### src/rtl/floating_point_renormalizer.sv
`default_nettype none
// ============================================================================
// Module      : floating_point_renormalizer
// Description : Back end of the binary32 add datapath. Takes the result sign,
//               the shared exponent and the raw 25-bit mantissa sum,
//               renormalises the sum and packs an IEEE-754 binary32 word.
//               Valid/ready handshakes on the input and output sides; one
//               operation in flight at a time.
//
//               Default build: iterative normalisation, one bit per cycle.
//               Define FP_RENORM_FAST_EN to normalise in a single cycle
//               with a leading-one priority encoder (same results/flags).
//
// Ports       : clk        - clock, rising edge
//               rst        - synchronous active-high reset
//               in_valid   - operands valid
//               in_ready   - block idle, can accept
//               sign       - result sign
//               exp        - shared exponent of the aligned operands
//               mant       - mantissa sum (bit 24 carry, bit 23 hidden bit)
//               out_valid  - result valid
//               out_ready  - downstream accepts
//               result     - packed binary32
//               overflow   - carry renormalisation saturated to infinity
//               zero       - result is exact zero
// Revision    : 1.0 - initial release
// ============================================================================
module floating_point_renormalizer (
    input  logic        clk,
    input  logic        rst,
    input  logic        in_valid,
    output logic        in_ready,
    input  logic        sign,
    input  logic [7:0]  exp,
    input  logic [24:0] mant,
    output logic        out_valid,
    input  logic        out_ready,
    output logic [31:0] result,
    output logic        overflow,
    output logic        zero
);

    localparam logic [1:0] ST_IDLE  = 2'd0;
    localparam logic [1:0] ST_SHIFT = 2'd1;
    localparam logic [1:0] ST_DONE  = 2'd2;

    logic [1:0]  state;
    logic        sgn;
    logic [24:0] m;
    // Nine bits so the increment out of 254 is seen as 255 rather than wrapping.
    logic [8:0]  e;
    // Input exponent was all ones: pack the operand unchanged.
    logic        pass;

    assign in_ready  = (state == ST_IDLE);
    assign out_valid = (state == ST_DONE);

`ifdef FP_RENORM_FAST_EN
    // Leading-zero count of m[23:0] and the clamped left-shift amount.
    logic [8:0]  lz;
    logic [8:0]  shamt;
    logic [23:0] m_norm;
    logic [8:0]  e_norm;
    logic [8:0]  e_inc;

    always_comb begin
        lz = 9'd24;
        // Ascending scan: the highest set bit is the last to write lz.
        for (int i = 0; i < 24; i++) begin
            if (m[i]) begin
                lz = 9'(23 - i);
            end
        end
        // Never shift the exponent below 1; what remains is subnormal.
        shamt  = (lz > (e - 9'd1)) ? (e - 9'd1) : lz;
        m_norm = m[23:0] << shamt;
        e_norm = e - shamt;
        e_inc  = e + 9'd1;
    end
`endif

    always_ff @(posedge clk) begin
        if (rst) begin
            state    <= ST_IDLE;
            sgn      <= 1'b0;
            m        <= 25'h0;
            e        <= 9'h0;
            pass     <= 1'b0;
            result   <= 32'h0;
            overflow <= 1'b0;
            zero     <= 1'b0;
        end else begin
            case (state)
                ST_IDLE: begin
                    if (in_valid) begin
                        sgn      <= sign;
                        m        <= mant;
                        e        <= (exp == 8'h00) ? 9'd1 : {1'b0, exp};
                        pass     <= (exp == 8'hFF);
                        overflow <= 1'b0;
                        zero     <= 1'b0;
                        state    <= ST_SHIFT;
                    end
                end

                ST_SHIFT: begin
                    if (pass) begin
                        result <= {sgn, 8'hFF, m[22:0]};
                        state  <= ST_DONE;
                    end else if (m == 25'h0) begin
                        // Exact zero is always +0.
                        result <= 32'h0;
                        zero   <= 1'b1;
                        state  <= ST_DONE;
                    end else if (m[24]) begin
`ifdef FP_RENORM_FAST_EN
                        if (e_inc == 9'd255) begin
                            result   <= {sgn, 8'hFF, 23'h0};
                            overflow <= 1'b1;
                        end else begin
                            result <= {sgn, e_inc[7:0], m[23:1]};
                        end
                        state <= ST_DONE;
`else
                        // Truncating right shift; m[24] is clear afterwards,
                        // so this branch is taken at most once.
                        m <= {1'b0, m[24:1]};
                        e <= e + 9'd1;
                        if (e + 9'd1 == 9'd255) begin
                            result   <= {sgn, 8'hFF, 23'h0};
                            overflow <= 1'b1;
                            state    <= ST_DONE;
                        end
`endif
                    end else begin
`ifdef FP_RENORM_FAST_EN
                        if (m_norm[23]) begin
                            result <= {sgn, e_norm[7:0], m_norm[22:0]};
                        end else begin
                            result <= {sgn, 8'h00, m_norm[22:0]};
                        end
                        state <= ST_DONE;
`else
                        if (m[23]) begin
                            result <= {sgn, e[7:0], m[22:0]};
                            state  <= ST_DONE;
                        end else if (e > 9'd1) begin
                            m <= {m[23:0], 1'b0};
                            e <= e - 9'd1;
                        end else begin
                            // Exponent floor reached without a hidden bit.
                            result <= {sgn, 8'h00, m[22:0]};
                            state  <= ST_DONE;
                        end
`endif
                    end
                end

                ST_DONE: begin
                    if (out_ready) begin
                        state <= ST_IDLE;
                    end
                end

                default: begin
                    state <= ST_IDLE;
                end
            endcase
        end
    end

endmodule
`default_nettype wire

### config.mk
export PLATFORM = sky130hd
export DESIGN_NAME = floating_point_renormalizer
export DESIGN_NICKNAME = d
export VERILOG_FILES = /design/src/rtl/floating_point_renormalizer.sv
export SDC_FILE = /design/constraint.sdc
export NUM_CORES = 1
export LEC_CHECK = 0
export CAP_MARGIN = 30
export CORE_ASPECT_RATIO = 0.5
export CORE_MARGIN = 1.5
export CORE_UTILIZATION = 55
export CTS_BUF_LIST = sky130_fd_sc_hd__clkbuf_16
export CTS_CLUSTER_SIZE = 24
export DETAILED_ROUTE_END_ITERATION = 8
export GPL_TIMING_DRIVEN = 0
export PLACE_DENSITY = 0.85
export SYNTH_ARGS = -nofsm -noshare
export SYNTH_HDL_FRONTEND = slang
export SYNTH_SLANG_ARGS = --single-unit
### constraint.sdc
create_clock -name clk -period 5.45 [get_ports clk]
set_input_delay 0.8175 -clock clk [delete_from_list [all_inputs] [get_ports clk]]
set_output_delay 0.8175 -clock clk [all_outputs]
set_load 0.02 [all_outputs]
==> results.yml, run 1 <==
synth:
  syn_avg_cell_area_um2: 8.68
  synth_fp_nets: 453
  synth_top_cell_by_area: "sky130_fd_sc_hd__dfxtp_1"
  synth_area_um2: 3570
  synthesis.instances: 411
  synth_common_cells: "72 x sky130_fd_sc_hd__dfxtp_1, 61 x sky130_fd_sc_hd__a21oi_1, 32 x sky130_fd_sc_hd__nand2_1"
  synth_compound_area_frac: 0.351
  ys_warn_count: 0
  number_of_flops_mapped_to_enable_cells_by_yosys: 0
  synth_top_family_by_area: "compound AO/OA/AOI/OAI gates"
  synth.mux.area_fraction: 0.00561
  yosys.cell_types.count: 56
  synth_flop_cell: "sky130_fd_sc_hd__dfxtp_1"
  ys_seq_elements: 72
  yosys.area_share.xor_xnor: 0.00245
  synth.top_cells.by_area: "sky130_fd_sc_hd__dfxtp_1 40%, sky130_fd_sc_hd__a21oi_1 8.6%, sky130_fd_sc_hd__a221o_1 6.2%"
  ys_seq_area_frac: 0.404
  post_synthesis_adder_cell_area_fraction: 0.0140
  async_flop_share: 0
  synth_most_common_cell: "sky130_fd_sc_hd__dfxtp_1"
  yosys.area.top_type_share: 0.404
  synth-simple-area-share: 0.155
sta:
  max-slew-margin-rel: 0.522
  layout_skew_ns: 0.00397
  max_freq_mhz: 330
  rsz0062_at_grt: "no"
  period_share: 0.557
  timing.final.setup_violations: 0
  finalMaxSlewViolations: 0
  timing.setup.tns_ns: 0
  final.setup.worst_slack_ns: 2.42
  tightest_slew_ns: 0.711
  hold_violations: 0
  period_minus_slack_ns: 3.03
finish:
  final_net_count: 536
  fill_cells: 497
  area_growth_pct: 30.6
  post_route_cells_drive_above_1_share: 0.0743
  antenna_cells: 0
floorplanning:
  num_io_pins: 74
  core_um2: 6160
  placementRows: 20
  die_width_um: 117
  design.die.area_um2: 7010
  start_util: 0.580
  dieHeight_um: 60.0
clocking:
  post_cts_resized: 0
  numClockSinks: 72
  cts-buffers-inserted: 9
  clk_transition_reported_paths_ns: 0.05
  cts_tree: "yes"
  cts_hold_buf: 0
  cts_max_path_buffers: 2
  cts_setup_buffers: 0
  ctsRootBufferMaster: "sky130_fd_sc_hd__clkbuf_16"
  cts.htree.levels: 3
  clock_insertion_delay_worst_skew_ns: 0.34
global_route:
  grt_start_max_net_pins: 13
  first_global_vias: 3213
  grt_antenna_before_repair: 0
  global_route.overflow_total: 0
  grt_util_overall: 0.314
  grt_first_pass_wirelength_um: 16500
route:
  average_wire_per_cell_in_the_routed_design_um: 18.1
  detailedRoute.firstPassIterationCount: 5
  route.antenna.remaining_nets: 0
  detail_route.vias_per_cell: 6.37
  number_of_drc_violations_after_detailed_routing: 0
  initialDrtViolationCount: 467
  vias: 3734
  finalWirelength_um: 10600
critical_path:
  worstPathRequired_ns: 5.65
  cp-end-kind: "flip-flop"
  worst-setup-path-type: "reg -> reg"
  worst-path-max-fanout: 10
  worst-endpoint-arrival_ns: 3.23
  start_kind: "flip-flop"
power_and_ir_drop:
  power_frac_seq: 0.351
  irDropWorstVdd_uv: 262
  total_leakage_power_nw: 1.63
  power_density_nw_per_um2: 430
  share_clk_of_total_power: 0.263
  p_sw_frac: 0.393
  total_switching_power_w: 0.000788
  power_report.internal_total_w: 0.00121
  p_comb_frac: 0.386
place:
  dp_slack_ns: 2.51
  portBuffers: 72
  final_estimated_routing_congestion_in_global_placement: 0.936
  dpl.hpwl_um: 7450
worst_hold_path:
  hold_path.class: "reg -> reg"
outcome:
  outcome: "completed"
job:
  drv.max_cap_violation_count: 0
==> critical path, stage by stage, from the launching register on <==
cell                       delay (ns)
sky130_fd_sc_hd__dfxtp_1         0.49
sky130_fd_sc_hd__inv_1           0.15
sky130_fd_sc_hd__ha_1            0.20
sky130_fd_sc_hd__o21bai_1        0.15
sky130_fd_sc_hd__and4b_2         0.29
sky130_fd_sc_hd__o21a_1          0.22
sky130_fd_sc_hd__a21oi_1         0.42
sky130_fd_sc_hd__clkbuf_1        0.49
sky130_fd_sc_hd__o21ai_0         0.21
sky130_fd_sc_hd__a32oi_1         0.21
sky130_fd_sc_hd__nor2_1          0.07
==> layer usage <==
metal  global-route usage  vias to the layer above  wire length [µm]
met4               0.0964                        0               186
met1                0.423                     1750              4720
met3                0.100                       23              1050
li1                     -                     1737                 -
met5                    0                        -                 0
met2                0.485                      224              4670
==> kinds of logic after synthesis <==
group | count (synthesis)
DFF | 72
adders and majority gates | 4
muxes | 2
and+or+nand+nor | 109
buffers and inverters | 48
AOI/OAI and AO/OA | 175
xor gates and xnor gates | 1
==> flip-flops by register name (all words and copies together) (netlist names) <==
register and flops:
zero 1, overflow 1, sgn 1, result 32, state 2, e 9
pass 1, m 25
==> placed cells by master (no fill, tap or decap), drive strengths merged, types with 3 or more instances in the layout <==
master	instances
nand3	8
nand2	32
clkbuf	39
ha	4
nor4	9
o21a	3
buf	11
and2	3
inv	8
o211ai	25
a221o	22
clkinv	3
a211oi	11
nand4	4
o21ai	9
a21oi	61
clkdlybuf4s50	72
nor2b	3
nor2	28
nor3	11
o31ai	4
and3	4
a22o	23
dfxtp	72
==> area by class of cell <==
type	instances	area [µm²]	area share
Multi-Input combinational cell	291	1880	0.404
Sequential cell	72	1440	0.309
Timing Repair Buffer	72	721	0.155
Clock buffer	9	225	0.0483
Buffer	41	216	0.0464
Tap cell	88	110	0.0236
Clock inverter	6	36.3	0.00779
Inverter	7	26.3	0.00564
==> metrics by stage <==
stage | hold slack, ns | instance area, µm² | power, W | std cells | utilization
4_1_cts | 0.467 | 4660 | 0.00198 | 586 | 0.757
6_report | 0.469 | 4660 | 0.00200 | 586 | 0.757
2_1_floorplan | 0.437 | 3570 | 0.00121 | 411 | -
3_3_place_gp | 0.451 | 4400 | 0.00144 | 571 | 0.715
3_5_place_dp | 0.461 | 4400 | 0.00145 | 571 | 0.715
5_1_grt | 0.489 | 4660 | 0.00210 | 586 | 0.757
==> power groups by stage <==
stage | sequential [W] | clock (W) | combinational (W)
2_1_floorplan | 0.000711 | 0 | 0.000503
3_3_place_gp | 0.000705 | 0 | 0.000738
3_5_place_dp | 0.000707 | 0 | 0.000744
4_1_cts | 0.000697 | 0.000529 | 0.000754
5_1_grt | 0.000712 | 0.000552 | 0.000831
6_report | 0.000702 | 0.000527 | 0.000773
==> final timing paths <==
path              slack (ns)                 to  depth (start not counted)         startpoint
hold / removal          0.47   sgn$_SDFFE_PP0P_                          2   sgn$_SDFFE_PP0P_
setup / recovery        2.42  e[8]$_SDFFE_PP0P_                         10  e[1]$_SDFFE_PP0P_
setup reg to reg        2.42  e[8]$_SDFFE_PP0P_                         10  e[1]$_SDFFE_PP0P_
hold reg to reg         0.47   sgn$_SDFFE_PP0P_                          2   sgn$_SDFFE_PP0P_
Power figures use the tool's default switching activity.
==> inputs of run 2 (changes only) <==
CORE_UTILIZATION = 46   (was 55)
PLACE_DENSITY = 0.76   (was 0.85)
clock period = 2.6 ns   (was 5.45 ns; I/O delays follow)
==> results.yml, run 2 (same netlist as run 1, synthesis figures left out) <==
outcome:
  outcome: "completed"
power_and_ir_drop:
  power.total_w: 0.00433
  p_comb_frac: 0.382
  power_frac_seq: 0.340
  total_leakage_power_nw: 1.70
  power_density_nw_per_um2: 911
  p_sw_frac: 0.383
  power_report.internal_total_w: 0.00267
  share_clk_of_total_power: 0.278
  irDropWorstVdd_uv: 464
  total_switching_power_w: 0.00166
critical_path:
  critPathCapture: "result[15]$_SDFFE_PP0P_"
  start_kind: "flip-flop"
  worst-setup-path-type: "reg -> reg"
  worst-path-max-fanout: 10
  cells_along_the_critical_path: "and2_4, or4b_1, o211a_1, o21a_1, o21a_4, nor4_4, buf_4, buf_6, a22o_1"
  r2r_setup_slack_ns: 0.08
  reg2reg_depth: 9
  slowest_cell_on_crit_path: "sky130_fd_sc_hd__or4b_1"
  cp-end-kind: "flip-flop"
  worstReg2RegEnd: "result[15]$_SDFFE_PP0P_"
  worstPathRequired_ns: 2.88
  timing.critical_path.max_delay_family: "simple AND/OR/NAND/NOR gates"
  path_depth: 9
  worst-endpoint-arrival_ns: 2.80
  cp.buffers_inverters: 2
  critical_path.startpoint: "e[0]$_SDFFE_PP0P_"
  timing.rr.start: "e[0]$_SDFFE_PP0P_"
  max_stage_delay_on_crit_path_ns: 0.50
finish:
  layout_commonest_cell: "sky130_fd_sc_hd__clkdlybuf4s50_1"
  area_growth_pct: 33.1
  post_route_cells_drive_above_1_share: 0.106
  regMostFlops: "result"
  layout.cells.most_common_list: "72 x sky130_fd_sc_hd__clkdlybuf4s50_1, 70 x sky130_fd_sc_hd__dfxtp_1, 59 x sky130_fd_sc_hd__a21oi_1"
  antenna_cells: 0
  largest_registers: "result x32, m x25, e x9"
  final_net_count: 538
  largest_register_ff_count: 32
route:
  detailedRoute.firstPassIterationCount: 5
  vias: 3650
  finalWirelength_um: 10700
  average_wire_per_cell_in_the_routed_design_um: 17.9
  number_of_drc_violations_after_detailed_routing: 0
  route.antenna.remaining_nets: 0
  initialDrtViolationCount: 464
  detail_route.vias_per_cell: 6.11
clocking:
  clk_transition_reported_paths_ns: 0.06
  cts_tree: "yes"
  clock_insertion_delay_worst_skew_ns: 0.34
  ctsRootBufferMaster: "sky130_fd_sc_hd__clkbuf_16"
  cts-buffers-inserted: 9
  numClockSinks: 72
  cts_max_path_buffers: 2
  cts.htree.levels: 3
  cts_hold_buf: 0
floorplanning:
  die_width_um: 128
  design.die.area_um2: 8330
  num_io_pins: 74
  placementRows: 22
  start_util: 0.480
  dieHeight_um: 65.3
  core_um2: 7430
worst_hold_path:
  hold_path.class: "reg -> reg"
sta:
  tightest_slew_ns: 0.717
  period_minus_slack_ns: 2.52
  timing.final.setup_violations: 0
  layout_skew_ns: 0.00642
  max-slew-margin-rel: 0.518
  period_share: 0.969
  hold-worst-slack_ns: 0.460
  max_freq_mhz: 397
  hold_violations: 0
  finalMaxSlewViolations: 0
global_route:
  first_global_vias: 3443
  global_route.overflow_total: 0
  grt_antenna_before_repair: 0
  grt_util_overall: 0.266
  grt_first_pass_wirelength_um: 17300
  grt_start_max_net_pins: 13
place:
  dpl.hpwl_um: 7430
  portBuffers: 72
  final_estimated_routing_congestion_in_global_placement: 0.993
job:
  drv.max_cap_violation_count: 0
==> run 2: worst register-to-register path, delay by kind of cell, from the launching register on <==
kind | cells | cell delay [ns]
AOI/OAI and AO/OA | 4 | 0.83
buffers and inverters | 2 | 0.33
DFF | 1 | 0.38
and+or+nand+nor | 3 | 0.93
==> run 2: routing by layer <==
layer,share of wire,routed length [µm],GRT usage
met5,0,0,0
met4,0.010,109,0.0852
met3,0.079,843,0.0603
met2,0.44,4710,0.411
met1,0.47,5010,0.370
==> run 2: per-stage QoR <==
stage	cells	setup WS (ns)	TNS (ns)	utilization	area, µm²
floorplan	411	0.173	0	-	3570
global placement	579	-0.154	-4.30	0.593	4410
detailed placement	579	-0.175	-4.73	0.593	4410
CTS	596	0.000233	0	0.634	4710
global route	597	-0.00233	-0.00233	0.639	4750
finish	597	0.0800	0	0.639	4750
==> run 2: cell type report <==
class / count / area [µm²]
Sequential cell: 72 / 1450
Clock buffer: 9 / 225
Inverter: 7 / 26.3
Tap cell: 96 / 120
Timing Repair Buffer: 74 / 736
Fill cell: 639 / 2680
Clock inverter: 7 / 65.1
Buffer: 41 / 226
Multi-Input combinational cell: 291 / 1900
==> run 2: power groups by stage <==
stage | logic, W | registers [W] | clock network (W)
6_report | 0.00165 | 0.00147 | 0.00120
5_1_grt | 0.00179 | 0.00150 | 0.00127
4_1_cts | 0.00160 | 0.00146 | 0.00122
3_5_place_dp | 0.00158 | 0.00148 | 0
3_3_place_gp | 0.00156 | 0.00148 | 0
2_1_floorplan | 0.00105 | 0.00149 | 0
==> run 2: repair_timing <==
action | in CTS | in global routing
setup endpoints to repair | 36 | 58
resized for setup | 4 | 18
buffers inserted | 1 | 1
pin swaps | 1 | 1
==> run 2: how the worst min path moves through the flow <==
stage                                        from                 endpoint  depth (start not counted)
after detailed placement         sgn$_SDFFE_PP0P_         sgn$_SDFFE_PP0P_                          2
after floorplan                  sgn$_SDFFE_PP0P_         sgn$_SDFFE_PP0P_                          2
after global routing      result[11]$_SDFFE_PP0P_  result[11]$_SDFFE_PP0P_                          1
after CTS                        sgn$_SDFFE_PP0P_         sgn$_SDFFE_PP0P_                          2
final                            sgn$_SDFFE_PP0P_         sgn$_SDFFE_PP0P_                          2
after global placement           sgn$_SDFFE_PP0P_         sgn$_SDFFE_PP0P_                          2
==> inputs of run 3 (changes only) <==
PLACE_DENSITY = not set   (was 0.76)
PLACE_DENSITY_LB_ADDON = 0.12   (was not set)
==> results.yml, run 3 (same netlist as run 1, synthesis figures left out) <==
route:
  vias: 3625
  detailedRoute.firstPassIterationCount: 5
  finalWirelength_um: 10700
  wl_met1_um: 5200
  met3_wirelength_um: 800
  number_of_drc_violations_after_detailed_routing: 0
  average_wire_per_cell_in_the_routed_design_um: 17.9
  detail_route.vias_per_cell: 6.07
  route.antenna.remaining_nets: 0
  initialDrtViolationCount: 266
  maxUsedRoutingLayer: "met4"
  wl_met2_um: 4520
place:
  portBuffers: 72
  final_estimated_routing_congestion_in_global_placement: 0.890
  dpl.hpwl_um: 7630
  dpl_cell_area_um2: 4410
clocking:
  cts_tree: "yes"
  clock_insertion_delay_worst_skew_ns: 0.34
  cts_max_path_buffers: 2
  clk_transition_reported_paths_ns: 0.06
  cts.htree.levels: 3
  ctsRootBufferMaster: "sky130_fd_sc_hd__clkbuf_16"
  numClockSinks: 72
  cts-buffers-inserted: 9
finish:
  final_net_count: 538
  layout_commonest_cell: "sky130_fd_sc_hd__clkdlybuf4s50_1"
  antenna_cells: 0
  largest_registers: "result x32, m x25, e x9"
  post_route_cells_drive_above_1_share: 0.110
  largest_register_ff_count: 32
  regMostFlops: "result"
  area_growth_pct: 33.6
  layout.core_utilization: 0.641
  layout.cells.most_common_list: "72 x sky130_fd_sc_hd__clkdlybuf4s50_1, 70 x sky130_fd_sc_hd__dfxtp_1, 59 x sky130_fd_sc_hd__a21oi_1"
  final_design_area_excluding_fillers_um2: 4770
  fill_cells: 665
critical_path:
  cells_along_the_critical_path: "and2_4, or4b_1, o211a_1, o21a_1, o21a_4, nor4_4, buf_4, buf_6, a22o_1"
  start_kind: "flip-flop"
  timing.rr.start: "e[0]$_SDFFE_PP0P_"
  worst-path-max-fanout: 10
  slowest_cell_on_crit_path: "sky130_fd_sc_hd__or4b_1"
  worst-endpoint-arrival_ns: 2.82
  reg2reg_depth: 9
  max_stage_delay_on_crit_path_ns: 0.51
  r2r_setup_slack_ns: 0.06
  worstPathRequired_ns: 2.88
  worst-setup-path-type: "reg -> reg"
  worstReg2RegEnd: "result[20]$_SDFFE_PP0P_"
  cp-end-kind: "flip-flop"
sta:
  hold_violations: 0
  max-slew-margin-rel: 0.575
  timing.setup.tns_ns: 0
  layout_skew_ns: 0.00493
  timing.final.setup_violations: 0
  finalMaxSlewViolations: 0
  period_share: 0.976
  tightest_slew_ns: 0.632
  rsz0062_at_grt: "yes"
  max_freq_mhz: 394
  period_minus_slack_ns: 2.54
power_and_ir_drop:
  power_density_nw_per_um2: 915
  irDropWorstVdd_uv: 503
  power.total_w: 0.00436
  total_leakage_power_nw: 1.69
worst_hold_path:
  hold_path.class: "reg -> reg"
  min_to: "result[6]$_SDFFE_PP0P_"
  hold_path_startpoint: "result[6]$_SDFFE_PP0P_"
  timing.hold.worst_path_depth: 1
floorplanning:
  die_width_um: 128
  core_um2: 7430
  dieHeight_um: 65.3
  start_util: 0.480
  design.die.area_um2: 8330
  placementRows: 22
  num_io_pins: 74
global_route:
  first_global_vias: 3253
  global_route.overflow_total: 0
  grt_start_max_net_pins: 14
  grt_util_overall: 0.270
  grt_first_pass_wirelength_um: 17300
  grt_antenna_before_repair: 0
outcome:
  outcome: "completed"
job:
  drv.max_cap_violation_count: 0
==> run 3: cell types whose count changed in the layout (fill, tap and decap cells not counted), sizes merged <==
cell	before	now
clkinv	4	3
clkinvlp	0	1
==> run 3: final cells by class <==
type	count	area, µm²	area share
repair buffers	74	736	0.154
inverters	7	26.3	0.00551
plain buffers	41	228	0.0478
flip-flops and latches	72	1450	0.303
clock buffers	9	225	0.0472
multi-input cells	291	1910	0.401
well taps	96	120	0.0252
clock inverters	7	72.6	0.0152
==> run 3: worst max path at each step <==
stage / start / cells after the start / endpoint
after global placement: e[0]$_SDFFE_PP0P_ / 8 / result[19]$_SDFFE_PP0P_
final: e[0]$_SDFFE_PP0P_ / 9 / result[20]$_SDFFE_PP0P_
after CTS: e[0]$_SDFFE_PP0P_ / 9 / result[19]$_SDFFE_PP0P_
after floorplan: e[0]$_SDFFE_PP0P_ / 8 / result[10]$_SDFFE_PP0P_
after detailed placement: e[0]$_SDFFE_PP0P_ / 8 / result[19]$_SDFFE_PP0P_
after global routing: e[1]$_SDFFE_PP0P_ / 9 / m[19]$_SDFFE_PP0P_
==> run 3: worst max-delay path, delay by kind of cell (launching register included) <==
family / cells / cell delay, ns
AOI/OAI and AO/OA: 4 / 0.83
DFF: 1 / 0.39
buffers and inverters: 2 / 0.32
and+or+nand+nor: 3 / 0.93
==> run 3: stage by stage <==
stage,std cells,hold slack [ns],setup WS [ns]
after floorplan,411,0.437,0.173
final,597,0.473,0.0631
after detailed placement,579,0.459,-0.221
after global placement,579,0.445,-0.264
after CTS,596,0.465,0.0189
after global routing,597,0.486,-0.0327
==> run 3: repair_timing <==
action | 4_1_cts | 5_1_grt
endpoints found under the setup margin | 45 | 60
buffers inserted | 1 | 1
gates resized for setup | 5 | 18
pin swaps | 1 | 1
hold buffers | 0 | 0
==> run 3: power breakdown <==
| part | internal (W) | switching [W] | total [W] | leakage, nW |
|---|---|---|---|---|
| sequential | 0.00128 | 0.000195 | 0.00148 | 0.589 |
| clock | 0.000744 | 0.000494 | 0.00124 | 0.147 |
| combinational | 0.000658 | 0.000988 | 0.00165 | 0.953 |
| total | 0.00268 | 0.00168 | 0.00436 | 1.69 |
==> run 3: per-layer routing <==
metal / vias to the layer above / track usage
li1: 1751 / -
met1: 1721 / 0.390
met2: 138 / 0.403
met3: 15 / 0.0660
met4: 0 / 0.0710
met5: - / 0
